<file path="src/rtl/hit_stream_reducer_pkg.sv">
// hit_stream_reducer_pkg: shared hit record, fixed-point type and reducer FSM states
package hit_stream_reducer_pkg;

    // 16.16 signed fixed point ray parameter
    typedef logic signed [31:0] Fixed;

    typedef struct packed {
        logic        bHit;
        Fixed        T;
        logic [15:0] PI;
        logic [3:0]  SurfaceType;
        logic [23:0] Color;
        logic [47:0] normal;
    } HitData;

    typedef enum logic [2:0] {
        S_IDLE,
        S_ACCUM,
        S_DONE,
        S_DONE_EARLY,
        S_DRAIN
    } ReducerState;

    function automatic Fixed FixedInf();
        return 32'sh7FFF_FFFF;
    endfunction

    // Empty slot: no hit, infinitely far, so any real hit wins a strict compare against it
    function automatic HitData NoHit();
        HitData h;
        h   = '0;
        h.T = FixedInf();
        return h;
    endfunction

endpackage

</file>
<file path="src/rtl/hit_stream_reducer_min_tree.sv">
// hit_stream_reducer_min_tree: combinational log2(LANES)-level min-T tree, lower lane wins ties
module hit_stream_reducer_min_tree
    import hit_stream_reducer_pkg::*;
#(
    parameter int LANES = 4
) (
    input  HitData [LANES-1:0] hit_i,
    output HitData             min_o
);

    HitData [LANES-1:0] lvl;

    // Pairwise reduction per level in place; the right entry replaces the left only when strictly closer
    always_comb begin
        lvl = hit_i;
        for (int w = LANES / 2; w > 0; w = w / 2)
            for (int j = 0; j < w; j++)
                lvl[j] = ($signed(lvl[2*j+1].T) < $signed(lvl[2*j].T)) ? lvl[2*j+1] : lvl[2*j];
    end

    assign min_o = lvl[0];

endmodule

</file>
<file path="src/rtl/hit_stream_reducer.sv">
// hit_stream_reducer: reduces a multi-beat stream of lane hits for one ray to a closest/any-hit result
module hit_stream_reducer
    import hit_stream_reducer_pkg::*;
#(
    parameter int LANES     = 4,
    parameter int CNT_W     = 16,
    parameter int EARLY_OUT = 1
) (
    input  logic               clk,
    input  logic               resetn,
    input  logic               in_valid,
    output logic               in_ready,
    input  HitData [LANES-1:0] in_hit,
    input  logic               in_last,
    input  logic               mode,
    input  Fixed               max_t,
    output logic               out_valid,
    input  logic               out_ready,
    output HitData             out_hit,
    output logic               out_any,
    output logic [CNT_W-1:0]   out_beats
);

    if (LANES < 1 || LANES > 16 || (LANES & (LANES - 1)) != 0) begin : g_lanes_chk
        $error("hit_stream_reducer: LANES must be a power of two in 1..16");
    end

    ReducerState        state_q, state_d;
    logic               run_q;
    logic               s1_valid_q, s1_last_q;
    HitData             s1_hit_q, acc_q, tree_min;
    HitData [LANES-1:0] qual_hit;
    logic               mode_q;
    Fixed               max_t_q, lim;
    logic [CNT_W-1:0]   beats_q;
    logic               fire, first, load, last_pend, s2_take, early, seen;

    assign fire      = in_valid && in_ready;
    assign first     = state_q == S_IDLE;
    // Only beats of the live ray enter stage 1; discarded beats in early-out states never do
    assign load      = fire && (first || state_q == S_ACCUM);
    // The first beat qualifies against the port value, later beats against the latched one
    assign lim       = first ? max_t : max_t_q;
    // A last beat waiting in stage 1 blocks further input so the next ray cannot overlap it
    assign last_pend = s1_valid_q && s1_last_q;
    assign s2_take   = s1_valid_q && s1_hit_q.bHit && ($signed(s1_hit_q.T) < $signed(acc_q.T));
    assign early     = s1_valid_q && s1_hit_q.bHit && mode_q && (EARLY_OUT != 0);
    assign seen      = last_pend || (fire && in_last);

    // Non-qualifying lanes collapse to the empty hit before the tree
    always_comb begin
        qual_hit = '0;
        for (int k = 0; k < LANES; k++)
            qual_hit[k] = (in_hit[k].bHit && $signed(in_hit[k].T) < $signed(lim)) ? in_hit[k] : NoHit();
    end

    hit_stream_reducer_min_tree #(.LANES(LANES)) u_tree (
        .hit_i (qual_hit),
        .min_o (tree_min)
    );

    // State register; run_q keeps in_ready low until the first edge after reset release
    always_ff @(posedge clk or posedge resetn) begin
        if (resetn) begin
            state_q <= S_IDLE;
            run_q   <= 1'b0;
        end else begin
            state_q <= state_d;
            run_q   <= 1'b1;
        end
    end

    // Next-state logic; the ray ends when stage 2 sees the last beat or an early any-hit
    always_comb begin
        state_d = state_q;
        case (state_q)
            S_IDLE:       state_d = fire ? S_ACCUM : S_IDLE;
            S_ACCUM:      state_d = last_pend ? S_DONE : early ? S_DONE_EARLY : S_ACCUM;
            S_DONE:       state_d = out_ready ? S_IDLE : S_DONE;
            S_DONE_EARLY: state_d = out_ready ? (seen ? S_IDLE : S_DRAIN) : (seen ? S_DONE : S_DONE_EARLY);
            S_DRAIN:      state_d = (fire && in_last) ? S_IDLE : S_DRAIN;
            default:      state_d = S_IDLE;
        endcase
    end

    // Handshake outputs decoded from state
    always_comb begin
        in_ready  = run_q && (first || state_q == S_DRAIN ||
                    ((state_q == S_ACCUM || state_q == S_DONE_EARLY) && !last_pend));
        out_valid = state_q == S_DONE || state_q == S_DONE_EARLY;
        out_any   = out_valid && acc_q.bHit;
    end

    // Stage 1 lane-tree register, stage 2 accumulator and per-ray beat counter
    always_ff @(posedge clk or posedge resetn) begin
        if (resetn) begin
            s1_valid_q <= 1'b0;
            s1_last_q  <= 1'b0;
            s1_hit_q   <= NoHit();
            acc_q      <= NoHit();
            beats_q    <= '0;
            mode_q     <= 1'b0;
            max_t_q    <= '0;
        end else begin
            s1_valid_q <= load;
            if (load) begin
                s1_hit_q  <= tree_min;
                s1_last_q <= in_last;
            end
            if (fire && first) begin
                mode_q  <= mode;
                max_t_q <= max_t;
                acc_q   <= NoHit();
                beats_q <= CNT_W'(1);
            end else if (state_q == S_ACCUM) begin
                if (s2_take)
                    acc_q <= s1_hit_q;
                if (fire && beats_q != '1)
                    beats_q <= beats_q + CNT_W'(1);
            end
        end
    end

    assign out_hit   = acc_q;
    assign out_beats = beats_q;

endmodule

</file>
<file path="config.mk">
export PLATFORM = sky130hd
export DESIGN_NAME = hit_stream_reducer
export DESIGN_NICKNAME = d
export VERILOG_FILES = /design/src/rtl/hit_stream_reducer_pkg.sv /design/src/rtl/hit_stream_reducer_min_tree.sv /design/src/rtl/hit_stream_reducer.sv
export SDC_FILE = /design/constraint.sdc
export NUM_CORES = 1
export LEC_CHECK = 0
export ABC_AREA = 1
export CAP_MARGIN = 20
export CELL_PAD_IN_SITES_DETAIL_PLACEMENT = 0
export CELL_PAD_IN_SITES_GLOBAL_PLACEMENT = 1
export CORE_AREA = 2 2 262 264
export CTS_CLUSTER_DIAMETER = 100
export DETAILED_ROUTE_END_ITERATION = 8
export DIE_AREA = 0 0 264 266
export HOLD_SLACK_MARGIN = 0.03
export PLACE_DENSITY_LB_ADDON = 0.1
export RECOVER_POWER = 25
export SLEW_MARGIN = 10
export SYNTH_ARGS = -nofsm -noshare
export SYNTH_HDL_FRONTEND = slang
export SYNTH_SLANG_ARGS = --single-unit
</file>
<file path="constraint.sdc">
create_clock -name clk -period 20.2 [get_ports clk]
set_input_delay 3.03 -clock clk [delete_from_list [all_inputs] [get_ports clk]]
set_output_delay 3.03 -clock clk [all_outputs]
set_load 0.01 [all_outputs]
</file>
# --- Yosys cells after proc, flatten, opt, wreduce, memory -nomap -nowiden ---
# Index checks and enable logic that the tools add are counted.
op_classes:
  magnitude_cmp: 8
  n_eq_ne: 5
  n_reduce_logical: 29
  n_addsub: 1
  muxes: 23
ops:
  columns: ["operator", "n"]
  rows:
  - ["125-bit two-way mux", 10]
  - ["32-bit less-than comparator", 8]
  - ["16-bit two-way mux", 3]
  - ["32-bit two-way mux", 1]
  - ["16-bit by 1-bit adder with 16-bit output, second input constant", 1]
  - ["1-bit logical AND", 16]
  - ["16-bit != test, second input constant", 1]
  - ["3-bit case mux with 5 select lines", 1]
  - ["3-bit two-way mux", 3]
  - ["3-bit by 2-bit equality test with 1-bit output, second input constant", 2]
  - ["1-bit logical OR", 6]
  - ["2-bit two-way mux", 3]
  - ["2-bit nonzero test", 3]
  - ["2-bit AND reduction", 2]
  - ["3-bit by 1-bit equality test with 1-bit output, second input constant", 1]
  - ["3-bit equality test, second input constant", 1]
  - ["3-bit zero test", 1]
  - ["1-bit two-way mux", 2]
  - ["1-bit zero test", 1]
word_totals:
  register_bits: 305
  output_inout_bits: 144
  elab_cells: 85
  input_bits: 538

# --- Logic depth before layout (Yosys ltp) ---
# Gate-level depths: netlist of the first run.
logic_depth:
  word_depth: 11
  depth_mapped: 58
  depth_no_buf: 50

# --- Modules after synthesis ---
# From an unflattened synthesis of the first run, not the netlist that was laid out.
unflattened:
  hier_cells: 4711
  area_unflattened_um2: 28730.1
by_module_without_submodules:
  columns: ["module", "n_inst", "cells_each", "seq_area_each_um2", "area_per_inst_um2"]
  rows:
  - ["hit_stream_reducer", 1, 3133, 7709.9, 20991.4]
  - ["hit_stream_reducer_min_tree", 1, 1578, 0.0, 7738.7]

# --- Worst setup path before layout of the first run ---
# OpenSTA, ideal clock, no wires.
synth_path:
  path_type: "input to register"
  start: "input max_t[11]"
  end: "register s1_hit_q[10] (netlist bit)"
  required_ps: 20082
  stages: 47
  n_path_buf: 6
  setup_time_ps: 118
  t_arrival_ps: 8985
  setup_slack_ps: 11097
  path_cell_list: "inv_1 nand2_1 o21ai_0 ha_1 nand2_1 inv_1 nand3_1 a31oi_1 nor3_1 a21boi_0 nand2_1 nand2_1 nand2_1 nand2_1 nand3_1 inv_1 clkbuf_1 nand2_1 (+11 left out) nand2_1 o21ai_0 inv_1 ha_1 a21oi_1 o21ai_0 nand3_1 nand2_1 nand2_1 a21oi_1 a211oi_1 nand2_2 nand2_4 buf_6 buf_6 nand3_1 nand3_1 nand2_1"
synth_via:
  elab_chain_cells: 8
  elab_cells_between_ends: 19
  classes_between: "order compare (7); mux (8); reduce/logical (4)"
synth_rtl:
  columns: ["item", "line_no", "rtl"]
  rows:
  - ["start, declared", "hit_stream_reducer.sv:16", "input Fixed max_t,"]
  - ["32-bit two-way mux (*)", "hit_stream_reducer.sv:43", "assign lim = first ? max_t : max_t_q;"]
  - ["32-bit less-than comparator", "hit_stream_reducer.sv:54", "qual_hit[k] = (in_hit[k].bHit && $signed(in_hit[k].T) < $signed(lim)) ? in_hit[k] : NoHit();"]
  - ["1-bit logical AND", "hit_stream_reducer.sv:54", null]
  - ["125-bit two-way mux", "hit_stream_reducer.sv:54", null]
  - ["32-bit less-than comparator", "hit_stream_reducer_min_tree.sv:18", "lvl[j] = ($signed(lvl[2*j+1].T) < $signed(lvl[2*j].T)) ? lvl[2*j+1] : lvl[2*j];"]
  - ["125-bit two-way mux", "hit_stream_reducer_min_tree.sv:18", null]
  - ["32-bit less-than comparator", "hit_stream_reducer_min_tree.sv:18", null]
  - ["125-bit two-way mux (*)", "hit_stream_reducer_min_tree.sv:18", null]
  - ["end signal, assigned", "hit_stream_reducer.sv:99", "s1_hit_q <= NoHit();"]
  - ["end signal, assigned", "hit_stream_reducer.sv:107", "s1_hit_q <= tree_min;"]
  - ["end, declared", "hit_stream_reducer.sv:31", "HitData s1_hit_q, acc_q, tree_min;"]
# Every way passes the cells marked *; elsewhere a longest branch is shown, timed or not.
# A chain may end at the register's enable or synchronous reset.

# --- Worst setup path in the final report of the first run ---
layout_path:
  start: "input max_t[5]"
  end: "register s1_hit_q[16] (netlist bit)"
# Same word-level chain as after synthesis.

==> out/results.txt, run 1 <==
area grow syn2layout = 34.3%
Data arrival, critical path = 13.71 ns
Row Count = 96
met3 routed WL = 6.11 mm
Area after DPL = 31900 µm²
Unique masters post-synth = 45
Max FO, Critical Path = 93
Placer Congestion = 0.899
Final min period = 13.26 ns
Hold Vio Cnt, Final = 0
clock root cell = clkbuf_16
DP Wirelength = 75.3 mm
Pre-antenna DRT Iters = 6
Port Buffers = 681
Initial Utilization = 36.5%
HP Start = s1_hit_q[72]
first-pass GRT wire length = 151 mm
Worst Path Buf+Inv = 7
asr flop ratio synth = 100%
Hold Crit Endpoint = s1_hit_q[72]
Worst-Skew Late Latency = 0.58 ns
Worst setup EP type = flop
Hold Path Class = reg2reg
Worst EP required = 20.65 ns
clock-pin slew on the worst setup and hold paths = 0.05 ns
Reg2Reg Capture Point = s1_hit_q[16]
endpoints failing setup = 0
gr usage total = 27.7%
post-synthesis sequential area ratio = 31.2%
max cap viols = 1
register-to-register path setup slack = 8.34 ns
CTS resizes = 0
status = complete, but fails checks
Post-synth EDFFs = 0
layout cell share with drive strength beyond 1 = 5.79%
Worst-Margin Slew = 5.43 ns
setup bufs post-CTS = 0
slowest CP cell = buf_4
Post-Syn Instances = 3657
total die area = 70200 µm²
DIE WIDTH = 264 µm
Residual DRC = 0
Final Skew = 0.0209 ns
routed via count = 26381
TritonCTS clock tree = built
fin nets = 4950
total congestion overflow = 0
Routed Antenna Nets = 0
pin count of the biggest net entering global routing = 118
failing checks = capacitance limit, slew limit
setup TNS = 0 ns
Ys Warns = 0
Post-Layout Cell Count = 5091
Final Slew Violations = 117
most frequent cell on the critical path = nand2_1
fin crit share = 65.7%
Most used DFF post-synth = dfrtp_1
placed insts = 5011
CTS max path bufs = 3
hold_buf cts = 0
Max Used Layer = met5
TritonCTS Buffers = 39
initial antenna violation count = 10
R2R depth = 48
Syn Nets = 4436
hold path depth = 2
number of vias per cell = 5.18
final WL = 101 mm
Mapped Area = 24700 µm²
Worst R2R Start = state_q[0]
Slew Limit Headroom = -264%
crit-path leading delay family = simple AND/OR/NAND/NOR gates
synthesized area per cell = 6.77 µm²
CP Launch Type = primary input
Worst Setup Path Type = in2reg
RSZ-0062 raised after global routing = false
die height = 266 µm
final design area excluding fillers = 33200 µm²
Yosys reg bits = 305
vias in the first global route = 24947
clk sinks = 305
starting DRC count in detailed routing = 1941
drt wl/cell = 19.8 µm
metal2 WL = 45.5 mm
f_max = 75.4 MHz
I/O pins = 682
H-tree depth = 2
slowest stage delay, CP = 0.85 ns
M1 WL = 46.5 mm
area of the core = 67700 µm²
## worst max path at each step
stage	startpoint	to	slack (ns)	cells after the start
after floorplan	resetn	max_t_q[0]	8.84	1
after global placement	max_t[5]	s1_hit_q[11]	6.72	43
after detailed placement	max_t[5]	s1_hit_q[12]	6.50	43
after CTS	max_t[5]	s1_hit_q[16]	7.07	43
after global routing	max_t[5]	s1_hit_q[16]	5.84	43
final	max_t[5]	s1_hit_q[16]	6.94	43
## cell usage after synthesis, drive strengths merged, types with 2 or more instances
| library cell | number | area, µm² |
|---|---|---|
| nand3b | 5 | 37.5 |
| o31ai | 3 | 22.5 |
| o21ai | 479 | 2400 |
| nor3 | 15 | 75.1 |
| o221a | 2 | 22.5 |
| dfstp | 62 | 1630 |
| nand4 | 27 | 169 |
| dfrtp | 243 | 6080 |
| nand3 | 698 | 3510 |
| or2 | 58 | 363 |
| clkbuf | 152 | 571 |
| a211oi | 13 | 97.6 |
| ha | 241 | 3020 |
| nor4 | 7 | 43.8 |
| buf | 85 | 450 |
| o221ai | 9 | 78.8 |
| o21a | 6 | 45.0 |
| a2111oi | 3 | 26.3 |
| nor2 | 129 | 492 |
| o22ai | 10 | 62.6 |
| a31oi | 7 | 43.8 |
| inv | 473 | 1780 |
| a21oi | 114 | 571 |
| o21bai | 4 | 30.0 |
| nand2 | 798 | 3030 |
| o211ai | 4 | 30.0 |
## cells by family after synthesis
logic type / synth area share, %
AOI/OAI and AO/OA: 14.0
xor gates and xnor gates: 0.0354
adders and majority gates: 12.2
buffers and inverters: 11.3
DFF: 31.2
other: 0.0152
and+or+nand+nor: 31.3
## metrics by stage
stage	utilization, %	hold slack (ns)	setup slack (ns)
6_report	49.1	0.478	6.94
3_5_place_dp	47.1	0.466	6.50
3_3_place_gp	47.1	0.460	6.72
2_1_floorplan	-	0.448	8.84
4_1_cts	49.0	0.479	7.07
5_1_grt	49.1	0.491	5.84
## state kept, by name, indices dropped and copies added, names as in the netlist
register	count
out_hit	125
s1_hit_q	125
max_t_q	32
out_beats	16
state_q	3
mode_q	1
run_q	1
s1_last_q	1
s1_valid_q	1
## per-layer routing
layer	vias to the layer above	track usage (%)
met5	-	0
met4	2	8.95
met3	131	4.25
met2	853	43.5
met1	12218	39.1
li1	13177	-
## layout by cell type, fill, tap and decap left out, types with 62 or more instances in the layout
cell	n
nand2_1	786
nand3_1	694
clkdlybuf4s50_1	607
o21ai_0	478
inv_1	465
dfrtp_1	243
ha_1	241
nor2_1	128
a21oi_1	114
dlygate4sd3_1	74
dfstp_2	62
## final cells by class
class / count / area (µm²)
clock inverters: 19 / 168
repair buffers: 710 / 7040
flip-flops and latches: 305 / 7710
multi-input cells: 2642 / 14300
diodes: 9 / 22.5
clock buffers: 51 / 1110
fillers: 6932 / 34500
well taps: 882 / 1100
inverters: 473 / 1780
## worst min-delay path, stage by stage, from the launching register on
cell and delay [ns]:
dfrtp_1 0.34, nand2_1 0.05, nand2_1 0.06
Power of run 1 is not shown: default switching activity piles up to over one toggle a cycle in this logic, so the estimate is an artifact.
==> inputs of run 2 (changes only) <==
Settings changed: CORE_AREA 2 2 262 264 to not set, CORE_UTILIZATION set to 35, DIE_AREA 0 0 264 266 to not set.
Clock period 20.2 ns to 12.8 ns, I/O delays scaled along.
==> run 2 against run 1 <==
  * The run still ends with capacitance limit, slew limit left
  * Count of clock-buffer cells in the layout rose by 10
  * Flip-flop and latch count did not move
  * Die area rose by 2.2%
  * Cell area rose by 0.83%
  * Register-to-register slack got worse by 6.2 ns
  * Setup slack got worse by 5.1 ns
  * Final cell count rose by 1.3%
  * Worst hold slack got worse by 0.00071 ns
  * Utilization fell by 1.2 points
  * Highest routed layer unchanged
==> out/results.txt, run 2 (synthesized netlist as in run 1, its figures left out) <==
status = complete, but fails checks
failing checks = capacitance limit, slew limit
clk sinks = 305
TritonCTS Buffers = 41
Row Count = 97
Final min period = 10.92 ns
Hold Path Class = reg2reg
total die area = 71800 µm²
final design area excluding fillers = 33500 µm²
Worst EP required = 13.26 ns
Area after DPL = 32100 µm²
Initial Utilization = 35.3%
Worst-Margin Slew = 4.09 ns
max cap viols = 2
routed via count = 26398
Reg2Reg Capture Point = s1_hit_q[29]
Final Slew Violations = 149
Worst setup EP type = flop
Hold Vio Cnt, Final = 0
CTS max path bufs = 3
setup bufs post-CTS = 0
R2R depth = 39
pin count of the biggest net entering global routing = 187
Slew Limit Headroom = -174%
setup TNS = 0 ns
Pre-antenna DRT Iters = 5
CP endpoint = s1_hit_q[29]
I/O pins = 682
total congestion overflow = 0
Routed Antenna Nets = 0
Port Buffers = 681
die height = 268 µm
Max FO, Critical Path = 107
Final Skew = 0.0220 ns
slowest stage delay, CP = 0.72 ns
FF/Latch Area = 7710 µm²
layout cell share with drive strength beyond 1 = 5.77%
Worst-Skew Late Latency = 0.58 ns
Residual DRC = 0
Data arrival, critical path = 11.38 ns
fin crit share = 85.3%
register-to-register path setup slack = 2.15 ns
commonest non-fill, non-tap cell in the layout = nand2_1
most frequent cell on the critical path = nand2_1
busiest metal layer after global routing = met2
fill count = 7296
initial antenna violation count = 11
endpoints failing setup = 0
Multi-input gate area = 14300 µm²
CP Launch Type = primary input
Placer Congestion = 0.906
RSZ-0062 raised after global routing = false
f_max = 91.6 MHz
hold_buf cts = 0
TritonCTS clock tree = built
drt wl/cell = 20.0 µm
clock-pin slew on the worst setup and hold paths = 0.06 ns
DP Wirelength = 76.5 mm
Worst R2R Start = state_q[0]
gr usage total = 27.7%
final WL = 103 mm
clock root cell = clkbuf_16
vias in the first global route = 24698
number of vias per cell = 5.12
crit path from = max_t[17]
met2 GRT Util = 43.0%
met1 Resource Use GR = 39.0%
slowest CP cell = nand2_4
DIE WIDTH = 268 µm
fin nets = 4954
starting DRC count in detailed routing = 1986
CTS resizes = 0
most frequent cells in the layout = nand2_1, nand3_1, clkdlybuf4s50_1, o21ai_0, inv_1
met3 Use GR = 4.41%
H-tree depth = 2
area of the core = 70000 µm²
Worst Setup Path Type = in2reg
first-pass GRT wire length = 151 mm
area grow syn2layout = 35.4%
[run 2: changes by cell type in the layout (fill, tap and decap cells not counted), moves of 2 or more]
cell             previous run  this run
buf_12                      0         5
buf_4                      28        25
clkinv_2                   17        10
diode_2                     9         7
clkbuf_1                    4        11
clkbuf_16                  40        42
clkdlybuf4s50_1           607       625
dlygate4sd3_1              74        56
clkbuf_8                    7         9
bufinv_16                   1         4
[run 2: stage by stage]
step                      hold WS (ns)  worst slack, ns  cells  util, %
after CTS                        0.479             1.90   5148     47.9
final                            0.477             1.88   5155     47.9
after floorplan                  0.448             2.55   3657        -
after detailed placement         0.466             1.32   5072     45.8
after global placement           0.460             1.29   5072     45.8
after global routing             0.488             1.14   5155     47.9
[run 2: how the worst min path moves through the flow]
stage	start	end	slack, ns	cells after the start
2_1_floorplan	max_t_q[11]	max_t_q[11]	0.45	2
3_3_place_gp	max_t_q[22]	max_t_q[22]	0.46	2
3_5_place_dp	s1_hit_q[31]	s1_hit_q[31]	0.47	2
4_1_cts	s1_hit_q[98]	s1_hit_q[98]	0.48	2
5_1_grt	s1_hit_q[98]	s1_hit_q[98]	0.49	2
6_report	s1_hit_q[89]	s1_hit_q[89]	0.48	2
[run 2: layout make-up]
cell class	instances	share of cell area, %
timing repair buffer	712	21.2
antenna	7	0.0523
multi-input combinational	2642	42.7
inverter	473	5.32
clock buffer	61	3.62
tap	940	3.51
sequential	305	23.0
clock inverter	15	0.627
[run 2: critical path, delay by kind of cell]
family                   cells  cell delay (ns)
AO/OA/AOI/OAI                8             2.45
AND/OR/NAND/NOR             19             4.80
buffers and inverters        3             1.20
adder cells (fa/ha/maj)      3             0.88
[run 2: metal layers]
| layer | routed length (µm) | vias up |
|---|---|---|
| met4 | 3240 | 4 |
| met1 | 47100 | 12239 |
| met3 | 6340 | 131 |
| met2 | 46300 | 834 |
| met5 | 26 | - |
| li1 | - | 13190 |
Power of run 2 is left out for the same reason.
